===== src/rtl/decode_ctrl_seq.sv =====
// ---------------------------------------------------------------------------
// decode_ctrl_seq
//   Registered, stall-aware decode-stage control decoder. Each accepted
//   opcode is decoded into the control bundle and held in the D->E pipeline
//   register. A MUL with MUL_LATENCY > 1 holds off further accepts while EX
//   is busy. Unknown opcodes issue a bubble, pulse 'illegal' and, when
//   TRAP_ON_ILL is set, park the decoder in TRAP until a flush.
//
// Handshake (fetch -> decode): a transfer happens on a rising edge where
//   in_valid & in_ready are both 1. in_ready is combinational:
//   reset_n & (state == RUN) & ~ex_stall & ~flush. Fetch must hold the
//   opcode stable until it is accepted. Towards EX, out_valid qualifies the
//   bundle; ex_stall=1 freezes the bundle and out_valid.
//
// Ports
//   clk, reset_n           clock (rising edge), async active-low reset
//   in_valid / in_ready    fetch handshake
//   opcode                 instruction operation code
//   ex_stall               EX back-pressure: hold the bundle
//   flush                  squash bundle, abort MUL wait, leave TRAP
//   out_valid              bundle valid for EX (0 for a bubble)
//   regwrite, branch,
//   memwrite, alusrc,
//   aluop, byteword        registered control bundle (aluop = opcode)
//   mul_busy               MUL wait in progress
//   illegal                one-cycle pulse after an unknown opcode is accepted
//   illegal_opcode         first unknown opcode since reset/flush (sticky)
//   state_dbg              FSM state (0 RUN, 1 MULW, 2 TRAP)
// ---------------------------------------------------------------------------
module decode_ctrl_seq #(
    parameter int OPCODE_W    = 8,
    parameter int MUL_LATENCY = 4,
    parameter int TRAP_ON_ILL = 1
) (
    input  logic                clk,
    input  logic                reset_n,
    input  logic                in_valid,
    output logic                in_ready,
    input  logic [OPCODE_W-1:0] opcode,
    input  logic                ex_stall,
    input  logic                flush,
    output logic                out_valid,
    output logic                regwrite,
    output logic                branch,
    output logic                memwrite,
    output logic                alusrc,
    output logic [OPCODE_W-1:0] aluop,
    output logic                byteword,
    output logic                mul_busy,
    output logic                illegal,
    output logic [OPCODE_W-1:0] illegal_opcode,
    output logic [1:0]          state_dbg
);

    // Opcode encodings shared with the rest of the pipeline.
    localparam logic [OPCODE_W-1:0] OPCODE_ADD  = OPCODE_W'('h00);
    localparam logic [OPCODE_W-1:0] OPCODE_SUB  = OPCODE_W'('h01);
    localparam logic [OPCODE_W-1:0] OPCODE_MOV  = OPCODE_W'('h02);
    localparam logic [OPCODE_W-1:0] OPCODE_MUL  = OPCODE_W'('h03);
    localparam logic [OPCODE_W-1:0] OPCODE_LDB  = OPCODE_W'('h04);
    localparam logic [OPCODE_W-1:0] OPCODE_LDW  = OPCODE_W'('h05);
    localparam logic [OPCODE_W-1:0] OPCODE_STB  = OPCODE_W'('h06);
    localparam logic [OPCODE_W-1:0] OPCODE_STW  = OPCODE_W'('h07);
    localparam logic [OPCODE_W-1:0] OPCODE_BEQ  = OPCODE_W'('h08);
    localparam logic [OPCODE_W-1:0] OPCODE_JUMP = OPCODE_W'('h09);
    localparam logic [OPCODE_W-1:0] OPCODE_IRET = OPCODE_W'('h0A);

    localparam int              CNT_W        = $clog2(MUL_LATENCY) + 1;
    localparam logic [CNT_W-1:0] MUL_CNT_INIT = CNT_W'(MUL_LATENCY - 1);
    localparam logic            MUL_MULTI    = (MUL_LATENCY > 1);
    localparam logic            TRAP_EN      = (TRAP_ON_ILL != 0);

    typedef enum logic [1:0] {
        ST_RUN  = 2'd0,
        ST_MULW = 2'd1,
        ST_TRAP = 2'd2
    } state_t;

    state_t           state;
    state_t           state_next;
    logic [CNT_W-1:0] mul_cnt;
    logic             ill_held;

    // Combinational decode of the presented opcode.
    logic dec_known;
    logic dec_is_mul;
    logic [4:0] dec_bits;   // {regwrite, branch, alusrc, byteword, memwrite}

    always_comb begin
        dec_known  = 1'b1;
        dec_is_mul = 1'b0;
        dec_bits   = 5'b00000;
        case (opcode)
            OPCODE_ADD, OPCODE_SUB, OPCODE_MOV: dec_bits = 5'b10010;
            OPCODE_MUL: begin
                dec_bits   = 5'b10010;
                dec_is_mul = 1'b1;
            end
            OPCODE_LDB:                            dec_bits = 5'b10100;
            OPCODE_LDW:                            dec_bits = 5'b10110;
            OPCODE_STB:                            dec_bits = 5'b00001;
            OPCODE_STW:                            dec_bits = 5'b00011;
            OPCODE_BEQ, OPCODE_JUMP, OPCODE_IRET:  dec_bits = 5'b01110;
            default: begin
                dec_known = 1'b0;   // bubble: no enables at all
                dec_bits  = 5'b00000;
            end
        endcase
    end

    logic accept;
    logic acc_mul;
    logic acc_ill;

    assign accept  = in_valid & in_ready;
    assign acc_mul = accept & dec_is_mul & MUL_MULTI;
    assign acc_ill = accept & ~dec_known;

    // ---------------- FSM: state register ----------------
    always_ff @(posedge clk or negedge reset_n) begin
        if (!reset_n) begin
            state <= ST_RUN;
        end else begin
            state <= state_next;
        end
    end

    // ---------------- FSM: next state ----------------
    always_comb begin
        state_next = state;
        if (flush) begin
            state_next = ST_RUN;
        end else begin
            case (state)
                ST_RUN: begin
                    if (acc_mul) begin
                        state_next = ST_MULW;
                    end else if (acc_ill && TRAP_EN) begin
                        state_next = ST_TRAP;
                    end
                end
                ST_MULW: begin
                    // Leave on the 1->0 step; frozen while EX stalls.
                    if (!ex_stall && mul_cnt == CNT_W'(1)) begin
                        state_next = ST_RUN;
                    end
                end
                ST_TRAP: state_next = ST_TRAP;
                default: state_next = ST_RUN;
            endcase
        end
    end

    // ---------------- FSM: outputs ----------------
    always_comb begin
        in_ready  = reset_n & (state == ST_RUN) & ~ex_stall & ~flush;
        mul_busy  = (state == ST_MULW);
        state_dbg = state;
    end

    // MUL wait counter.
    always_ff @(posedge clk or negedge reset_n) begin
        if (!reset_n) begin
            mul_cnt <= '0;
        end else if (flush) begin
            mul_cnt <= '0;
        end else if (acc_mul) begin
            mul_cnt <= MUL_CNT_INIT;
        end else if (state == ST_MULW && !ex_stall && mul_cnt != '0) begin
            mul_cnt <= mul_cnt - CNT_W'(1);
        end
    end

    // D->E pipeline register and illegal-opcode tracking.
    always_ff @(posedge clk or negedge reset_n) begin
        if (!reset_n) begin
            out_valid      <= 1'b0;
            regwrite       <= 1'b0;
            branch         <= 1'b0;
            alusrc         <= 1'b0;
            byteword       <= 1'b0;
            memwrite       <= 1'b0;
            aluop          <= '0;
            illegal        <= 1'b0;
            illegal_opcode <= '0;
            ill_held       <= 1'b0;
        end else if (flush) begin
            out_valid      <= 1'b0;
            regwrite       <= 1'b0;
            branch         <= 1'b0;
            alusrc         <= 1'b0;
            byteword       <= 1'b0;
            memwrite       <= 1'b0;
            aluop          <= '0;
            illegal        <= 1'b0;
            illegal_opcode <= '0;
            ill_held       <= 1'b0;
        end else begin
            illegal <= acc_ill;
            if (acc_ill && !ill_held) begin
                illegal_opcode <= opcode;
                ill_held       <= 1'b1;
            end
            if (accept) begin
                // A bubble carries aluop but is not marked valid.
                out_valid <= dec_known;
                {regwrite, branch, alusrc, byteword, memwrite} <= dec_bits;
                aluop     <= opcode;
            end else if (!ex_stall) begin
                // EX consumed the bundle; fields hold, only valid drops.
                out_valid <= 1'b0;
            end
        end
    end

endmodule


===== config.mk =====
export PLATFORM = sky130hd
export DESIGN_NAME = decode_ctrl_seq
export DESIGN_NICKNAME = d
export VERILOG_FILES = /design/src/rtl/decode_ctrl_seq.sv
export SDC_FILE = /design/constraint.sdc
export NUM_CORES = 1
export LEC_CHECK = 0
export CAP_MARGIN = 25
export CORE_MARGIN = 5
export CORE_UTILIZATION = 35
export CTS_BUF_LIST = sky130_fd_sc_hd__clkbuf_4 sky130_fd_sc_hd__clkbuf_8
export DETAILED_ROUTE_END_ITERATION = 7
export GPL_ROUTABILITY_DRIVEN = 0
export PLACE_DENSITY_LB_ADDON = 0.12
export SLEW_MARGIN = 20
export SYNTH_ARGS = -nofsm -noshare
export SYNTH_HDL_FRONTEND = slang
export SYNTH_SLANG_ARGS = --single-unit

===== constraint.sdc =====
create_clock -name clk -period 1.55 [get_ports clk]
set_input_delay 0.31 -clock clk [delete_from_list [all_inputs] [get_ports clk]]
set_output_delay 0.31 -clock clk [all_outputs]
set_load 0.05 [all_outputs]

# Yosys cells after proc, flatten, opt, wreduce, memory -nomap -nowiden
# Cells that the tools add are included.
dict set report totals {
  reg_bits 29
  wordCells 85
  inputBits 13
}
dict set report op_classes {
  muxes 31
  reduce_logical 16
  add_sub_neg 1
  bitwise_logic 9
  eq_ne 16
}
# cell count
set ops {}
lappend ops {{$eq 8x3->1 const B} 4}
lappend ops {{$mux 8} 4}
lappend ops {{$pmux 5 s6} 1}
lappend ops {{$eq 8x4->1 const B} 3}
lappend ops {{$mux 1} 18}
lappend ops {{$eq 8x2->1 const B} 2}
lappend ops {{$reduce_or 11->1} 1}
lappend ops {{$mux 3} 3}
lappend ops {{$eq 8x1->1 const B} 1}
lappend ops {{$logic_not 8->1} 1}
lappend ops {{$mux 2} 4}
lappend ops {{$and 1x1->1} 6}
lappend ops {{$pmux 2 s3} 1}
lappend ops {{$reduce_bool 3->1} 2}
lappend ops {{$logic_and 1x1->1} 4}
lappend ops {{$ne 4x4->1 const B} 1}
lappend ops {{$reduce_bool 2->1} 2}
lappend ops {{$reduce_or 4->1} 1}
lappend ops {{$eq 3x1->1 const B} 1}
lappend ops {{$ne 3x1->1 const B} 1}
lappend ops {{$ne 3x2->1 const B} 1}
lappend ops {{$not 1->1} 3}
lappend ops {{$reduce_or 3->1} 1}
lappend ops {{$sub 3x1->3 const B} 1}
lappend ops {{5 further kinds} 6}

# Logic depth before layout (Yosys ltp)
dict set report depth {
  ltp_word 10
  mapped_depth 6
  depth_no_buf 6
}

# Least setup slack after synthesis
# No wires, ideal clock.
dict set report synth_path {
  path_kind {reg-to-output}
  startpoint {register state[1], in the netlist state_dbg[1]}
  endpoint {output in_ready}
  path_buffers 0
  stages_incl_launch_ff 2
  arrival_ns 2.326
  path_slack_ns -1.086
  cell_sequence {dfrtp_1 nor4b_1}
}
dict set report synth_between {
  elab_chain_cells 4
}
# item line
set synth_rtl {}
lappend synth_rtl {{from (decl)} 79} ;# state_t state;
lappend synth_rtl {{from (signal assigned)} 124} ;# state <= state_next;
lappend synth_rtl {{$logic_not 2->1} 156} ;# in_ready = reset_n & (state == ST_RUN) & ~ex_stall & ~flush;
lappend synth_rtl {{$and 1x1->1 (3 in series)} 156}
lappend synth_rtl {{to (decl)} 38} ;# output logic in_ready,
# Every way passes these cells.

# Worst setup path after layout
dict set report layout_path {
  startpoint {register state[0], in the netlist state_dbg[0]}
  endpoint {output in_ready}
}
# The elaborated chain is that of the path after synthesis.

==> impl_metrics.ini <==
[floorplan]
rows = 22
fp.dieH_um = 72.9
core_area_mm2 = 0.00374
design.die.area_mm2 = 0.00531
die_w_um = 72.9
start_util = 0.369
io_pins = 40

[clock_tree]
tritoncts = yes
clk_pin_slew_ns = 0.07
cts_made_buffers = 5
cts_root_buf = clkbuf_8
postCtsHoldBufs = 0
cts_buffer_depth = 2
cts_max_level = 2
clock_sinks = 29
clock_latency_ns = 0.28

[synthesis]
syn_nets = 150
synth.most_common_cell = dfrtp_1
async_reset_ff_frac = 1.00
synthCells = 134
yosysWarnings = 0
synth.distinct_cells = 31
synth.avg_cell_area_um2 = 10.3
synth_enable_flop_cells = 0
ys_ff_latch = 29
synth.area.top_cells = dfrtp_1, nand2_1, a21oi_1, mux2i_1, mux2_2
post-synth-top-area-fraction = 0.525
synth_top_cell_by_area = dfrtp_1
synth-seq-area-share = 0.525
ys.flop_type = dfrtp_1
synth_area_mm2 = 0.00138
netlist_top_cells_count = dfrtp_1, nand2_1, a21oi_1

[cells_and_area]
area_delta_synth_final_pct = 80.5
diodes = 0
final_cells = 253
drive_gt1_frac = 0.424
final_cell_area_mm2 = 0.00249
postLayoutCoreUtil = 0.666
layout.nets = 221

[detailed_routing]
drt-initial-drc-count = 19
antenna_left = 0
dr.pass1.iters = 4
vias = 1241
wl_mm = 3.84
wire_per_inst_um = 15.2
route.detailed.drc = 0
routed_via_density = 4.91

[outcome]
outcome = complete, but fails checks
failed_checks = negative setup slack

[global_routing]
grt_pass1_wl_mm = 6.40
antenna_found_initial = 0
grt_max_degree = 30
first_global_vias = 1372
grt.total_usage = 0.157
grt.overflow.total = 0

[worst_setup_path]
worstPathRequired_ns = 1.24
crit_fanout = 4
path_class = register to primary output
cp-end-kind = primary output
slowest_stage = dfrtp_2
startpoint_type = register
max_stage_delay_ns = 0.43
arrival_ns = 1.35
path_cells = buf_6 -> nor4b_4 -> buf_12

[timing]
final.setup_skew_ns = 0.00657
worst_slack_ns = -0.108
hold_violations = 0
period_share = 1.07
setup_viol = 8
fmax_ghz = 0.603
maxSlewViolCount = 0
grt_setup_unrepaired = true
relSlewSlack = 0.758
finalSetupTns_ns = -0.458
holdWs_ns = 0.189
worst_pin_slew_ns = 0.363
fin_crit_ns = 1.66

[placement]
dpl.cell_count = 243
dpl_worst_slack_ns = -0.505
port_buffers = 39
hpwlAfterDp_mm = 2.91
post_dp_cell_area_mm2 = 0.00230

[power]
powerDensity_mw_per_mm2 = 691
power_leakage_nw = 1.11
ir_drop_v = 0.000528
p_total_mw = 1.72

[worst_hold_path]
holdCritPathClass = input pin to async pin

[job]
maxCapViolations = 0
==> cell type report <==
cell class | count | area, um^2
fillers | 293 | 1250
multi-input cells | 95 | 697
repair buffers | 69 | 901
flip-flops and latches | 29 | 728
inverters | 5 | 18.8
well taps | 48 | 60.1
clock buffers | 7 | 90.1
==> flip-flops by register name (all words and copies together), names as in the netlist, 2 cells and up <==
register / count
mul_cnt: 3
state_dbg: 2
aluop: 8
illegal_opcode: 8
==> kinds of logic (layout without fill, tap and decap cells) <==
| logic type | after synthesis | in the layout | synth area share |
|---|---|---|---|
| compound gates | 24 | 24 | 0.106 |
| buf+inv | 10 | 81 | 0.0280 |
| mux | 9 | 9 | 0.0688 |
| simple gates | 56 | 56 | 0.226 |
| flops | 29 | 29 | 0.525 |
| xor+xnor | 3 | 3 | 0.0190 |
| fa+ha+maj | 3 | 3 | 0.0272 |
==> final timing paths <==
check                                         startpoint                            end  slack [ns]  depth (start not counted)
worst max-delay path            state_dbg[0]$_DFFE_PN0P_                       in_ready       -0.11                          3
worst min-delay path                             reset_n           regwrite$_DFFE_PN0P_        0.19                          2
worst max register to register  state_dbg[1]$_DFFE_PN0P_  illegal_opcode[1]$_DFFE_PN0P_       -0.06                          5
worst min register to register      aluop[2]$_DFFE_PN0P_           aluop[2]$_DFFE_PN0P_        0.57                          2
max in group asynchronous                        reset_n       state_dbg[0]$_DFFE_PN0P_        1.06                          2
min in group clk                               opcode[5]  illegal_opcode[5]$_DFFE_PN0P_        0.43                          3
==> layout by cell type, fill, tap and decap left out, drive strengths merged, types with 4 or more instances in the layout <==
master	Yosys	routed
mux2i	5	5
buf	1	57
nor2b	7	7
dfrtp	29	29
a21oi	12	12
nand3	4	4
dlygate4sd2	0	5
inv	5	5
clkdlybuf4s50	0	6
nand2	27	27
clkbuf	4	7
mux2	4	4
==> timing repair <==
action                                  in CTS  in global routing
pin swaps                                    5                  5
endpoints found under the setup margin      27                 27
endpoints found under the hold margin        0                  0
setup buffers                                3                  0
gates resized for setup                     17                 12
==> critical path, delay by kind of cell, from the launching register on <==
kind / cells / cell delay, ns
buffers and inverters: 2 / 0.32
AND/OR/NAND/NOR: 1 / 0.32
flip-flops: 1 / 0.43
==> routing by layer <==
metal / vias to the layer above / global-route usage / wire [um]
li1: 600 / - / -
met1: 606 / 0.177 / 1600
met2: 27 / 0.271 / 2020
met3: 8 / 0.0496 / 171
met4: 0 / 0.0676 / 54
met5: - / 0 / 0
==> power breakdown <==
| group | internal, mW | switching [mW] |
|---|---|---|
| Combinational | 0.142 | 0.145 |
| Clock | 0.369 | 0.282 |
| Sequential | 0.771 | 0.0152 |
Power figures use the tool's default switching activity.
